**config.mk**
```make
export PLATFORM = sky130hd
export DESIGN_NAME = jtag_host_flat
export DESIGN_NICKNAME = d
export VERILOG_FILES = /design/src/rtl/jtag_host_if.sv /design/src/rtl/jtag_host.sv /design/src/flat_wrapper.sv
export SDC_FILE = /design/constraint.sdc
export NUM_CORES = 1
export LEC_CHECK = 0
export ABC_AREA = 1
export CAP_MARGIN = 5
export CORE_MARGIN = 3
export CORE_UTILIZATION = 60
export CTS_CLUSTER_DIAMETER = 80
export DETAILED_ROUTE_END_ITERATION = 10
export PLACE_DENSITY_LB_ADDON = 0.2
export SYNTH_ARGS = -nofsm -noshare
export SYNTH_HDL_FRONTEND = slang
export SYNTH_SLANG_ARGS = --single-unit
```
**constraint.sdc**
```tcl
create_clock -name clk -period 4.14 [get_ports clk]
set_input_delay 0.621 -clock clk [delete_from_list [all_inputs] [get_ports clk]]
set_output_delay 0.621 -clock clk [all_outputs]
set_load 0.005 [all_outputs]
```
**src/rtl/jtag_host_if.sv**
```systemverilog
// rtl/jtag_host_if.sv - command/response handshake bundle between a requester and jtag_host
interface jtag_host_if #(
    parameter int DR_MAX = 32
);
    logic              cmd_valid;
    logic              cmd_ready;
    logic [1:0]        cmd_op;
    logic [5:0]        cmd_len;
    logic [DR_MAX-1:0] cmd_data;
    logic              rsp_valid;
    logic [DR_MAX-1:0] rsp_data;
    logic              busy;

    modport master (
        output cmd_valid, cmd_op, cmd_len, cmd_data,
        input  cmd_ready, rsp_valid, rsp_data, busy
    );

    modport slave (
        input  cmd_valid, cmd_op, cmd_len, cmd_data,
        output cmd_ready, rsp_valid, rsp_data, busy
    );
endinterface

```
**src/rtl/jtag_host.sv**
```systemverilog
// rtl/jtag_host.sv - JTAG initiator driving tck/tms/tdi and sampling tdo; optional TAP reset pin via JTAG_HOST_TRST_EN
module jtag_host #(
    parameter int CLK_DIV = 2,
    parameter int IR_LEN  = 4,
    parameter int DR_MAX  = 32
) (
    input  logic        clk,
    input  logic        rst_n,
    jtag_host_if.slave  bus,
    output logic        tck,
    output logic        tms,
    output logic        tdi,
    input  logic        tdo
`ifdef JTAG_HOST_TRST_EN
    ,
    output logic        trst_n_out
`endif
);

    localparam logic [1:0] OP_RESET = 2'd0;
    localparam logic [1:0] OP_IR    = 2'd1;
    localparam logic [1:0] OP_DR    = 2'd2;
    localparam logic [1:0] OP_IDLE  = 2'd3;

    localparam int              DW       = (CLK_DIV > 1) ? $clog2(CLK_DIV) : 1;
    localparam logic [DW-1:0]   DIV_LAST = DW'(CLK_DIV - 1);
    localparam logic [6:0]      DR_CAP   = (DR_MAX > 63) ? 7'd63 : 7'(DR_MAX);

    typedef enum logic [2:0] {IDLE, RST_SEQ, HDR, SHIFT, TRL, RUN, DONE} state_t;

    state_t             r_state;
    logic [5:0]         r_cnt;
    logic [DW-1:0]      r_div;
    logic [1:0]         r_op;
    logic [5:0]         r_len;
    logic [DR_MAX-1:0]  r_data;
    logic [DR_MAX-1:0]  r_rx;
    logic               r_synced;
    logic               r_ready;
    logic               r_rsp_valid;
    logic [DR_MAX-1:0]  r_rsp_data;
    logic               r_tck;
    logic               r_tms;
    logic               r_tdi;
`ifdef JTAG_HOST_TRST_EN
    logic               r_trst;
`endif

    logic               w_accept;
    logic               w_run;
    logic               w_step;
    logic [5:0]         w_cmd_n;
    state_t             w_tgt_state;
    logic [5:0]         w_tgt_cnt;
    logic               w_tgt_done;
    logic               w_tgt_tms;
    logic               w_sync_set;
    logic [31:0]        w_shamt;
    logic [DR_MAX-1:0]  w_rsp_align;

    assign w_accept = r_ready && bus.cmd_valid;
    assign w_run    = (r_state == RST_SEQ) || (r_state == HDR) || (r_state == SHIFT) ||
                      (r_state == TRL) || (r_state == RUN);
    // A step is the last clk of a high phase: tdo is sampled and the next tck is set up.
    assign w_step   = w_run && r_tck && (r_div == DIV_LAST);

    // Bits were shifted in from the top, so move the n captured bits down to bit 0.
    assign w_shamt     = 32'(DR_MAX) - 32'(r_len);
    assign w_rsp_align = r_rx >> w_shamt;

    always_comb begin
        w_cmd_n = bus.cmd_len;
        case (bus.cmd_op)
            OP_IR: w_cmd_n = 6'(IR_LEN);
            OP_DR: begin
                if (bus.cmd_len == 6'd0)
                    w_cmd_n = 6'd1;
                else if ({1'b0, bus.cmd_len} > DR_CAP)
                    w_cmd_n = DR_CAP[5:0];
                else
                    w_cmd_n = bus.cmd_len;
            end
            default: w_cmd_n = bus.cmd_len;
        endcase
    end

    // Decide which tck comes next (state/count) or whether the command is complete.
    always_comb begin
        w_tgt_state = r_state;
        w_tgt_cnt   = '0;
        w_tgt_done  = 1'b0;
        w_sync_set  = 1'b0;
        w_tgt_tms   = 1'b0;
        if (w_accept) begin
            if (bus.cmd_op == OP_RESET || !r_synced)
                w_tgt_state = RST_SEQ;
            else if (bus.cmd_op == OP_IDLE) begin
                if (bus.cmd_len == 6'd0)
                    w_tgt_done = 1'b1;
                else
                    w_tgt_state = RUN;
            end else
                w_tgt_state = HDR;
        end else begin
            case (r_state)
                RST_SEQ: begin
                    if (r_cnt != 6'd5) begin
                        w_tgt_cnt = r_cnt + 6'd1;
                    end else begin
                        w_sync_set = 1'b1;
                        if (r_op == OP_RESET)
                            w_tgt_done = 1'b1;
                        else if (r_op == OP_IDLE) begin
                            if (r_len == 6'd0)
                                w_tgt_done = 1'b1;
                            else
                                w_tgt_state = RUN;
                        end else
                            w_tgt_state = HDR;
                    end
                end
                HDR: begin
                    if (r_cnt != ((r_op == OP_IR) ? 6'd3 : 6'd2))
                        w_tgt_cnt = r_cnt + 6'd1;
                    else
                        w_tgt_state = SHIFT;
                end
                SHIFT: begin
                    if (r_cnt != r_len - 6'd1)
                        w_tgt_cnt = r_cnt + 6'd1;
                    else
                        w_tgt_state = TRL;
                end
                TRL: begin
                    if (r_cnt == 6'd0)
                        w_tgt_cnt = 6'd1;
                    else
                        w_tgt_done = 1'b1;
                end
                RUN: begin
                    if (r_cnt != r_len - 6'd1)
                        w_tgt_cnt = r_cnt + 6'd1;
                    else
                        w_tgt_done = 1'b1;
                end
                default: w_tgt_state = r_state;
            endcase
        end
        case (w_tgt_state)
            RST_SEQ: w_tgt_tms = (w_tgt_cnt != 6'd5);
            HDR:     w_tgt_tms = (r_op == OP_IR) ? (w_tgt_cnt < 6'd2) : (w_tgt_cnt == 6'd0);
            SHIFT:   w_tgt_tms = (w_tgt_cnt == r_len - 6'd1);
            TRL:     w_tgt_tms = (w_tgt_cnt == 6'd0);
            default: w_tgt_tms = 1'b0;
        endcase
    end

    always_ff @(posedge clk) begin
        if (!rst_n) begin
            r_state     <= IDLE;
            r_cnt       <= '0;
            r_div       <= '0;
            r_op        <= OP_RESET;
            r_len       <= '0;
            r_data      <= '0;
            r_rx        <= '0;
            r_synced    <= 1'b0;
            r_ready     <= 1'b1;
            r_rsp_valid <= 1'b0;
            r_rsp_data  <= '0;
            r_tck       <= 1'b0;
            r_tms       <= 1'b1;
            r_tdi       <= 1'b0;
`ifdef JTAG_HOST_TRST_EN
            r_trst      <= 1'b1;
`endif
        end else begin
            r_rsp_valid <= 1'b0;
            if (w_accept) begin
                r_op    <= bus.cmd_op;
                r_len   <= w_cmd_n;
                r_data  <= bus.cmd_data;
                r_rx    <= '0;
                r_ready <= 1'b0;
            end
            if (w_step && r_state == SHIFT)
                r_rx <= {tdo, r_rx[DR_MAX-1:1]};
            if (w_accept || w_step) begin
                r_tck <= 1'b0;
                r_div <= '0;
                if (w_sync_set)
                    r_synced <= 1'b1;
                if (w_tgt_done) begin
                    r_state     <= DONE;
                    r_cnt       <= '0;
                    r_ready     <= 1'b1;
                    r_rsp_valid <= 1'b1;
                    r_rsp_data  <= w_accept ? '0 : w_rsp_align;
                    r_tdi       <= 1'b0;
`ifdef JTAG_HOST_TRST_EN
                    r_trst      <= 1'b1;
`endif
                end else begin
                    r_state <= w_tgt_state;
                    r_cnt   <= w_tgt_cnt;
                    r_tms   <= w_tgt_tms;
                    if (w_tgt_state == SHIFT) begin
                        r_tdi  <= r_data[0];
                        r_data <= r_data >> 1;
                    end else begin
                        r_tdi  <= 1'b0;
                    end
`ifdef JTAG_HOST_TRST_EN
                    r_trst  <= !(w_tgt_state == RST_SEQ && w_tgt_cnt == 6'd0);
`endif
                end
            end else if (w_run) begin
                if (r_div == DIV_LAST) begin
                    r_div <= '0;
                    r_tck <= 1'b1;
                end else begin
                    r_div <= r_div + 1'b1;
                end
            end else if (r_state == DONE) begin
                r_state <= IDLE;
            end
        end
    end

    assign bus.cmd_ready = r_ready;
    assign bus.busy      = ~r_ready;
    assign bus.rsp_valid = r_rsp_valid;
    assign bus.rsp_data  = r_rsp_data;
    assign tck           = r_tck;
    assign tms           = r_tms;
    assign tdi           = r_tdi;
`ifdef JTAG_HOST_TRST_EN
    assign trst_n_out    = r_trst;
`endif

endmodule

```
**src/flat_wrapper.sv**
```systemverilog
// flat-port wrapper written by rule: the top's interface ports become plain ports
module jtag_host_flat 
#(
    parameter int CLK_DIV = 2,
    parameter int IR_LEN  = 4,
    parameter int DR_MAX  = 32
)
  (clk, rst_n, tck, tms, tdi, tdo, bus_cmd_valid, bus_cmd_op, bus_cmd_len, bus_cmd_data, bus_cmd_ready, bus_rsp_valid, bus_rsp_data, bus_busy);
  jtag_host_if #(.DR_MAX(DR_MAX)) bus_i ();
  input  logic clk;
  input  logic rst_n;
  output logic tck;
  output logic tms;
  output logic tdi;
  input  logic tdo;
  input wire logic [$bits(bus_i.cmd_valid)-1:0] bus_cmd_valid;
  input wire logic [$bits(bus_i.cmd_op)-1:0] bus_cmd_op;
  input wire logic [$bits(bus_i.cmd_len)-1:0] bus_cmd_len;
  input wire logic [$bits(bus_i.cmd_data)-1:0] bus_cmd_data;
  output wire logic [$bits(bus_i.cmd_ready)-1:0] bus_cmd_ready;
  output wire logic [$bits(bus_i.rsp_valid)-1:0] bus_rsp_valid;
  output wire logic [$bits(bus_i.rsp_data)-1:0] bus_rsp_data;
  output wire logic [$bits(bus_i.busy)-1:0] bus_busy;
  assign bus_i.cmd_valid = bus_cmd_valid;
  assign bus_i.cmd_op = bus_cmd_op;
  assign bus_i.cmd_len = bus_cmd_len;
  assign bus_i.cmd_data = bus_cmd_data;
  assign bus_cmd_ready = bus_i.cmd_ready;
  assign bus_rsp_valid = bus_i.rsp_valid;
  assign bus_rsp_data = bus_i.rsp_data;
  assign bus_busy = bus_i.busy;
  jtag_host #(.CLK_DIV(CLK_DIV), .IR_LEN(IR_LEN), .DR_MAX(DR_MAX)) u_core (.clk(clk), .rst_n(rst_n), .bus(bus_i), .tck(tck), .tms(tms), .tdi(tdi), .tdo(tdo));
endmodule
```
==> flow_summary.json, run 1 <==
{
  "yosysWarnings": 0,
  "rr_worst_depth": 15,
  "drt_iter0_drc": 930,
  "final_cells": 1398,
  "synth-async-reset-ratio_pct": 0,
  "wl_per_cell_um": 14.17,
  "rsz0062_at_grt": "no",
  "syn-instance-count": 1176,
  "ys_seq_elements": 120,
  "place_hpwl_mm": 13.75,
  "hp-class": "reg2reg",
  "path_class": "reg2reg",
  "cts_made_buffers": 17,
  "post_cts_buffers": 0,
  "synthTopCellsByCount": "359 x nand2_1, 139 x inv_1, 124 x o21ai_0",
  "grt_overflow_total": 0,
  "worst_slew_pin_slew_ns": 0.8524,
  "cts_root_buf": "clkbuf_16",
  "slew_viol_final": 0,
  "clock-sinks": 120,
  "path_clk_slew_ns": 0.06,
  "setup_viol": 0,
  "synth-main-ff-cell": "dfxtp_1",
  "outcome": "finished clean",
  "finClkSkew_ns": 0.007320,
  "final_hold_viol_count": 0,
  "die_x_um": 117.2,
  "met2_usage_pct": 43.78,
  "place.gp.congestion": 0.9707,
  "diodes": 0,
  "critical_path_arrival_ns": 3.79,
  "cts_resized": 0,
  "synthTopCellsByArea": "dfxtp_1 32%, nand2_1 18%, o21ai_0 8.4%",
  "min_period_ns": 3.441,
  "hold_buffers": 0,
  "grt_use_met3_pct": 6.838,
  "ir_drop_mv": 0.3159,
  "dp.cells": 1368,
  "syn-num-nets": 1228,
  "grt_pass1_vias": 6725,
  "grt_start_max_net_pins": 46,
  "die_h_um": 117.2,
  "layout-drive-gt1-share_pct": 9.400,
  "syn_area_per_cell_um2": 6.311,
  "cts_tree": "built",
  "final_net_count": 1275,
  "dieArea_mm2": 0.01374,
  "synth_area_mm2": 0.007422,
  "rows": 39,
  "maxCapViolCount": 0,
  "via_count": 7740,
  "r2r_start": "u_core.r_len[0]",
  "grt_usage_pct": 29.03,
  "total_power_mw": 3.330,
  "relSlewSlack_pct": 43.03,
  "hold_depth": 2,
  "synth_cell_types": 43,
  "hold_start": "u_core.r_data[1]",
  "setup-tns-final_ns": 0,
  "post-route-period-util_pct": 83.13,
  "ys_seq_area_share_pct": 32.37,
  "synth_most_common_cell": "nand2_1",
  "drc_errors": 0,
  "port_buffers": 81,
  "cp-start-kind": "flop",
  "synthToLayoutAreaGrowth_pct": 18.53,
  "grt_most_used_layer": "met2",
  "worst_skew_pair.late_latency_ns": 0.42,
  "powerDensity_mw_per_mm2": 378.6,
  "regToRegSetupSlack_ns": 0.70,
  "setup.worst_path.end_class": "flop",
  "required_ns": 4.49,
  "drt.antenna.violating_nets": 0,
  "synth_edf_count": 0,
  "cp_common_cell": "nand2_1",
  "post-place-ws_ns": 0.7483,
  "yosys.area.top_type": "dfxtp_1",
  "cp-startpoint": "u_core.r_len[0]",
  "setup_ws_ns": 0.6985,
  "worstPathCellList": "inv_2, ha_1, nand3_1, nand2_1, buf_4, nand2_1, nand2_1, o21ai_0, nand2_1, o21ai_0, o21ai_0, nand2_1, nand3_1, o21ai_0, o21ai_1",
  "p_leak_nw": 3.768,
  "use_met1_pct": 40.65,
  "first_pass_iters": 6,
  "slowest_stage": "nand2_1",
  "yosysTopAreaCellShare_pct": 32.37,
  "fmax_ghz": 0.2906,
  "antenna_found_initial": 0,
  "wl_mm": 19.81,
  "clock_path_buffers": 2,
  "grt_pass1_wl_mm": 31.96,
  "io-pin-count": 82,
  "cp_max_fo": 29,
  "htree_levels": 4,
  "coreArea_mm2": 0.01176,
  "slowest_delay_ns": 0.55,
  "viasPerCell": 5.536,
  "initial_core_util_pct": 63.11
}
## per-stage QoR
step | hold WS (ns) | util (%) | instance area, um2
CTS | 0.4550 | 74.81 | 8797
finish | 0.4564 | 74.81 | 8797
global placement | 0.4370 | 69.78 | 8207
global route | 0.4747 | 74.81 | 8797
detailed placement | 0.4407 | 69.78 | 8207
floorplan | 0.4310 | - | 7422
## worst paths after layout
kind	endpoint
worst max-delay path	u_core.bus.rsp_data[10]
worst min-delay path	u_core.r_data[0]
worst min register to register	u_core.r_data[0]
worst max register to register	u_core.bus.rsp_data[10]
## registers in the layout (all words and copies together), names as in the netlist
register and count:
u_core.r_div 1, u_core.tms 1, u_core.r_op 2, u_core.r_synced 1, u_core.bus.rsp_valid 1, u_core.r_cnt 6, u_core.r_rx 32, u_core.bus.rsp_data 32
u_core.r_len 6, u_core.tdi 1, u_core.r_state 3, u_core.bus.cmd_ready 1, u_core.r_data 32, u_core.tck 1
## metal layers
metal,share of wire (%),up-vias
li1,-,3900
met1,45,3475
met2,44,320
met3,8.1,45
met4,2.3,0
met5,0,-
## cells by family (layout without fill, tap and decap cells)
family	count (synthesis)	in the layout	share of synthesized area [%]
adder cells (fa/ha/maj)	8	8	1.349
multiplexers	12	12	1.618
XOR/XNOR	3	3	0.3541
buffers and inverters	218	276	12.10
flip-flops	120	120	32.37
AO/OA/AOI/OAI	265	265	21.24
AND/OR/NAND/NOR	550	550	30.97
## placed cells by master, fill, tap and decap left out, types with 4 or more instances in the layout
master,n
nor2_2,5
buf_4,13
o22ai_1,37
nor2_1,76
a31oi_1,7
mux2i_1,12
ha_1,8
o21ai_2,11
a21oi_1,33
o211ai_1,4
clkdlybuf4s50_1,80
clkinv_2,5
inv_1,139
clkbuf_16,17
inv_2,11
a21oi_2,30
nand2_2,6
nand4_1,10
nand2_1,358
nand3_1,79
o21ai_1,12
o21ai_0,124
dfxtp_1,120
## final cells by class
| class | count | area, um2 |
|---|---|---|
| clock buffers | 18 | 439.2 |
| clock inverters | 12 | 151.4 |
| fillers | 990 | 2963 |
| inverters | 152 | 571.8 |
| multi-input cells | 838 | 4124 |
| flip-flops and latches | 120 | 2402 |
| well taps | 164 | 205.2 |
| repair buffers | 94 | 903.4 |
## worst max-delay path, delay by kind of cell (launching register included)
kind	cells	cell delay (ns)
compound gates	5	0.90
fa+ha+maj	1	0.33
buf+inv	2	0.69
flops	1	0.32
simple gates	7	1.13
## report_power, final
part | internal (mW) | total [mW] | leakage (nW) | switching (mW)
combinational | 0.202 | 0.614 | 2.50 | 0.412
sequential | 1.19 | 1.21 | 0.976 | 0.0183
clock | 0.953 | 1.51 | 0.288 | 0.553
total | 2.35 | 3.33 | 3.77 | 0.983
(Power assumes the default switching activity.)
==> inputs of run 2 (changes only) <==
--- a/config.mk
+++ b/config.mk
@@ -8,7 +8,7 @@
 export ABC_AREA = 1
 export CAP_MARGIN = 5
 export CORE_MARGIN = 3
-export CORE_UTILIZATION = 60
+export CORE_UTILIZATION = 52
 export CTS_CLUSTER_DIAMETER = 80
 export DETAILED_ROUTE_END_ITERATION = 10
 export PLACE_DENSITY_LB_ADDON = 0.2
==> constraint.sdc (replaced) <==
create_clock -name clk -period 2.87 [get_ports clk]
set_input_delay 0.4305 -clock clk [delete_from_list [all_inputs] [get_ports clk]]
set_output_delay 0.4305 -clock clk [all_outputs]
set_load 0.005 [all_outputs]
==> flow_summary.json, run 2 (synthesis gave the netlist of run 1 again) <==
{
  "slew_viol_final": 0,
  "outcome": "finished clean",
  "powerDensity_mw_per_mm2": 544.6,
  "dieArea_mm2": 0.01574,
  "drt_iter0_drc": 799,
  "slowest_stage": "dfxtp_1",
  "cts_made_buffers": 17,
  "drt.antenna.violating_nets": 0,
  "path_class": "reg2reg",
  "regToRegSetupSlack_ns": 0.25,
  "total_power_mw": 4.873,
  "worst_slew_pin_slew_ns": 0.6115,
  "clock-sinks": 120,
  "p_leak_nw": 3.825,
  "htree_levels": 4,
  "first_pass_iters": 5,
  "path_clk_slew_ns": 0.06,
  "worstPathCellList": "inv_1, ha_1, nand3_1, nand2_1, inv_2, nor2_1, inv_1, o21ai_0, mux2i_1, o21ai_1, nand2_1, nand3_1, o21ai_0, o21ai_1",
  "setup.worst_path.end_class": "flop",
  "antenna_found_initial": 0,
  "grt_pass1_wl_mm": 33.05,
  "r2r_start": "u_core.r_len[1]",
  "rr_worst_depth": 14,
  "grt_start_max_net_pins": 72,
  "die_h_um": 125.5,
  "post-route-period-util_pct": 91.22,
  "grt_pass1_vias": 6910,
  "wl_per_cell_um": 13.74,
  "place.gp.congestion": 0.9551,
  "post_cts_buffers": 0,
  "min_period_ns": 2.618,
  "finClkSkew_ns": 0.01544,
  "coreArea_mm2": 0.01393,
  "final_hold_viol_count": 0,
  "cp-start-kind": "flop",
  "cp_max_fo": 10,
  "synthToLayoutAreaGrowth_pct": 20.57,
  "relSlewSlack_pct": 59.24,
  "crit_end": "u_core.bus.rsp_data[10]",
  "clock_path_buffers": 2,
  "port_buffers": 81,
  "rsz0062_at_grt": "no",
  "worst_skew_pair.late_latency_ns": 0.43,
  "hp-class": "in2reg",
  "layout_common_cells": "358 x nand2_1, 139 x inv_1, 122 x o21ai_0",
  "grt_overflow_total": 0,
  "critPathBufInv": 3,
  "rows": 43,
  "place_hpwl_mm": 13.86,
  "setup_viol": 0,
  "cp-startpoint": "u_core.r_len[1]",
  "initial_core_util_pct": 53.26,
  "required_ns": 3.22,
  "ir_drop_mv": 0.4265,
  "layout-drive-gt1-share_pct": 10.35,
  "via_count": 7678,
  "worst-path-stages": 14,
  "dp.cells": 1394,
  "die_x_um": 125.5,
  "drc_errors": 0,
  "cts_tree": "built",
  "critical_path_arrival_ns": 2.97,
  "viasPerCell": 5.384,
  "layout_commonest_cell": "nand2_1",
  "r2r-end": "u_core.bus.rsp_data[10]",
  "cts_root_buf": "clkbuf_16",
  "io-pin-count": 82,
  "maxCapViolCount": 0,
  "fmax_ghz": 0.3820,
  "final_cells": 1426,
  "slowest_delay_ns": 0.31,
  "grt_usage_pct": 25.14,
  "cp_top_family": "compound AO/OA/AOI/OAI gates",
  "wl_mm": 19.59,
  "setup-tns-final_ns": 0,
  "final_net_count": 1285,
  "diodes": 0
}
## run 2: cell count changes in the layout (fill, tap and decap cells not counted), sizes merged
cell | before | now
buf | 13 | 24
clkinv | 8 | 4
clkinvlp | 2 | 4
clkbuf | 19 | 17
inv | 151 | 156
## run 2: routing by layer
layer  wire length, um  vias up  GRT usage (%)
met4               338        0          8.291
met3              1235       39          5.425
li1                  -     3915              -
met2              8782      264          38.80
met1              9235     3460          35.02
met5                 0        -              0
## run 2: worst min-delay path by stage
| stage | from | to | depth (start not counted) |
|---|---|---|---|
| after floorplan | u_core.r_data[14] | u_core.r_data[13] | 2 |
| after global placement | u_core.bus.rsp_data[14] | u_core.bus.rsp_data[14] | 2 |
| after detailed placement | u_core.bus.rsp_data[14] | u_core.bus.rsp_data[14] | 2 |
| after CTS | rst_n | u_core.bus.rsp_data[7] | 3 |
| after global routing | rst_n | u_core.bus.rsp_data[1] | 3 |
| final | rst_n | u_core.bus.rsp_data[7] | 3 |
## run 2: what timing repair did
action                                  CTS  global route
endpoints found under the setup margin    0            32
hold buffers                              0             0
gates resized for setup                   0             3
## run 2: cell type report
cell class                 instances  area, um2
fill                            1329       4986
clock buffer                      17      425.4
tap                              180      225.2
clock inverter                    15      190.2
sequential                       120       2402
timing repair buffer             104       1003
inverter                         152      571.8
multi-input combinational        838       4130
## run 2: report_power, final
part	leakage (nW)	internal [mW]	switching, mW
clock	0.288	1.38	0.850
sequential	0.976	1.72	0.0233
combinational	2.56	0.305	0.594
## run 2: per-stage QoR
stage | hold slack [ns] | area (um2) | utilization [%] | setup WS, ns
finish | 0.3853 | 8949 | 64.22 | 0.2519
global route | 0.4016 | 8949 | 64.22 | 0.02734
CTS | 0.3844 | 8942 | 64.17 | 0.1911
detailed placement | 0.4407 | 8327 | 59.76 | 0.2665
global placement | 0.4371 | 8327 | 59.76 | 0.3139
floorplan | 0.4310 | 7422 | - | 0.2104
## run 2: worst reg2reg max path: stages (launching register included)
cell and delay (ns):
dfxtp_1 0.31, inv_1 0.07, ha_1 0.25, nand3_1 0.13
nand2_1 0.23, inv_2 0.15, nor2_1 0.16, inv_1 0.05
o21ai_0 0.25, mux2i_1 0.16, o21ai_1 0.22, nand2_1 0.08
nand3_1 0.10, o21ai_0 0.18, o21ai_1 0.21
==> inputs of run 3 (changes only) <==
==> constraint.sdc (replaced) <==
create_clock -name clk -period 2.87 [get_ports clk]
set_input_delay 0.861 -clock clk [delete_from_list [all_inputs] [get_ports clk]]
set_output_delay 0.861 -clock clk [all_outputs]
set_load 0.005 [all_outputs]
==> flow_summary.json, run 3 (synthesis gave the netlist of run 1 again) <==
{
  "outcome": "finished clean",
  "post_cts_buffers": 0,
  "rows": 43,
  "rsz0062_at_grt": "no",
  "worst_skew_pair.late_latency_ns": 0.42,
  "htree_levels": 4,
  "finClkSkew_ns": 0.009604,
  "setup.worst_path.end_class": "flop",
  "clockPowerShare_pct": 44.4,
  "viasPerCell": 5.389,
  "clock_path_buffers": 2,
  "finalInstanceArea_mm2": 0.009096,
  "cts_made_buffers": 17,
  "switching_share_pct": 28.50,
  "required_ns": 3.17,
  "grt_overflow_total": 0,
  "drt_iter0_drc": 780,
  "place_hpwl_mm": 14.02,
  "net-switching-power_mw": 1.362,
  "layout_common_cells": "357 x nand2_1, 139 x inv_1, 121 x o21ai_0",
  "coreArea_mm2": 0.01393,
  "min_period_ns": 2.572,
  "initial_core_util_pct": 53.26,
  "path_clk_slew_ns": 0.05,
  "p_seq_share_pct": 36.5,
  "grt_usage_pct": 24.74,
  "internal-power_mw": 3.417,
  "post-route-period-util_pct": 89.61,
  "setup_viol": 0,
  "final_hold_viol_count": 0,
  "maxCapViolCount": 0,
  "grt_start_max_net_pins": 70,
  "drc_errors": 0,
  "setup-tns-final_ns": 0,
  "die_h_um": 125.5,
  "grt_pass1_vias": 6814,
  "p_leak_nw": 3.933,
  "layout-drive-gt1-share_pct": 11.52,
  "pwr-share-comb_pct": 19.1,
  "synthToLayoutAreaGrowth_pct": 22.56,
  "port_buffers": 81,
  "layout_commonest_cell": "nand2_1",
  "cts_tree": "built",
  "critical_path_arrival_ns": 2.88,
  "hp-class": "reg2reg",
  "final_net_count": 1308,
  "worst_slew_pin_slew_ns": 0.5948,
  "nFillCells": 1292,
  "multi_input_area_mm2": 0.004126,
  "wl_per_cell_um": 13.46,
  "antenna_found_initial": 0,
  "holdWs_ns": 0.4554,
  "seqCellArea_mm2": 0.002402,
  "slew_viol_final": 0,
  "total_power_mw": 4.779,
  "wl_mm": 19.47,
  "path_class": "reg2reg",
  "dieArea_mm2": 0.01574,
  "powerDensity_mw_per_mm2": 525.3,
  "relSlewSlack_pct": 60.35,
  "cts_root_buf": "clkbuf_16",
  "io-pin-count": 82,
  "clock-sinks": 120,
  "cp_max_fo": 10,
  "diodes": 0,
  "place.gp.congestion": 0.9386,
  "fmax_ghz": 0.3888,
  "first_pass_iters": 5,
  "placed_area_mm2": 0.008512,
  "cp-start-kind": "flop",
  "hold_buffers": 0,
  "drt.antenna.violating_nets": 0,
  "ir_drop_mv": 0.4120,
  "die_x_um": 125.5,
  "grt_pass1_wl_mm": 32.76,
  "via_count": 7798
}
==> run 3: path summary, 6_finish.rpt <==
| path | cells past startpoint | slack [ns] | startpoint | endpoint |
|---|---|---|---|---|
| min | 2 | 0.46 | u_core.bus.rsp_data[13] | u_core.bus.rsp_data[13] |
| min reg2reg | 2 | 0.46 | u_core.bus.rsp_data[13] | u_core.bus.rsp_data[13] |
| max reg2reg | 14 | 0.30 | u_core.r_len[1] | u_core.bus.rsp_data[0] |
| max | 14 | 0.30 | u_core.r_len[1] | u_core.bus.rsp_data[0] |
==> run 3: stage by stage <==
stage	setup slack (ns)	instances	util, %
2_1_floorplan	0.2104	1176	-
3_3_place_gp	0.008525	1417	61.08
3_5_place_dp	-0.03811	1417	61.08
4_1_cts	0.2625	1447	65.23
5_1_grt	0.04445	1447	65.28
6_report	0.2982	1447	65.28
==> run 3: cell type report <==
class / count / share of cell area (%)
Multi-Input combinational cell: 838 / 45.36
Sequential cell: 120 / 26.41
Timing Repair Buffer: 127 / 13.11
Inverter: 152 / 6.286
Clock buffer: 22 / 4.993
Tap cell: 180 / 2.476
Clock inverter: 8 / 1.362
==> run 3: repair_timing <==
action | CTS | global route
resized for setup | 0 | 5
endpoints found under the hold margin | 0 | 0
endpoints found under the setup margin | 0 | 5
==> run 3: worst max-delay path: stages, from the launching register on <==
cell	delay [ns]
dfxtp_1	0.33
inv_1	0.06
ha_1	0.24
nand3_1	0.14
nand2_2	0.13
inv_2	0.20
nor2_1	0.09
inv_1	0.05
o21ai_0	0.09
o21ai_0	0.39
mux2i_1	0.17
mux2i_1	0.29
nand2_1	0.09
nand3_1	0.11
nand2_1	0.06
==> run 3: layer usage <==
layer	routed length (um)	up-vias	global-route usage, %	share of wire [%]
li1	-	3960	-	-
met1	9231	3513	35.31	47
met2	8529	295	37.85	44
met3	1404	30	5.169	7.2
met4	305	0	7.015	1.6
met5	0	-	0	0
==> run 3: power groups by stage <==
stage | registers [mW] | clock network (mW) | logic, mW
CTS | 1.74 | 2.14 | 0.895
finish | 1.74 | 2.12 | 0.914
detailed placement | 1.78 | 0 | 0.887
global placement | 1.78 | 0 | 0.879
floorplan | 1.77 | 0 | 0.638
global route | 1.75 | 2.22 | 1.02
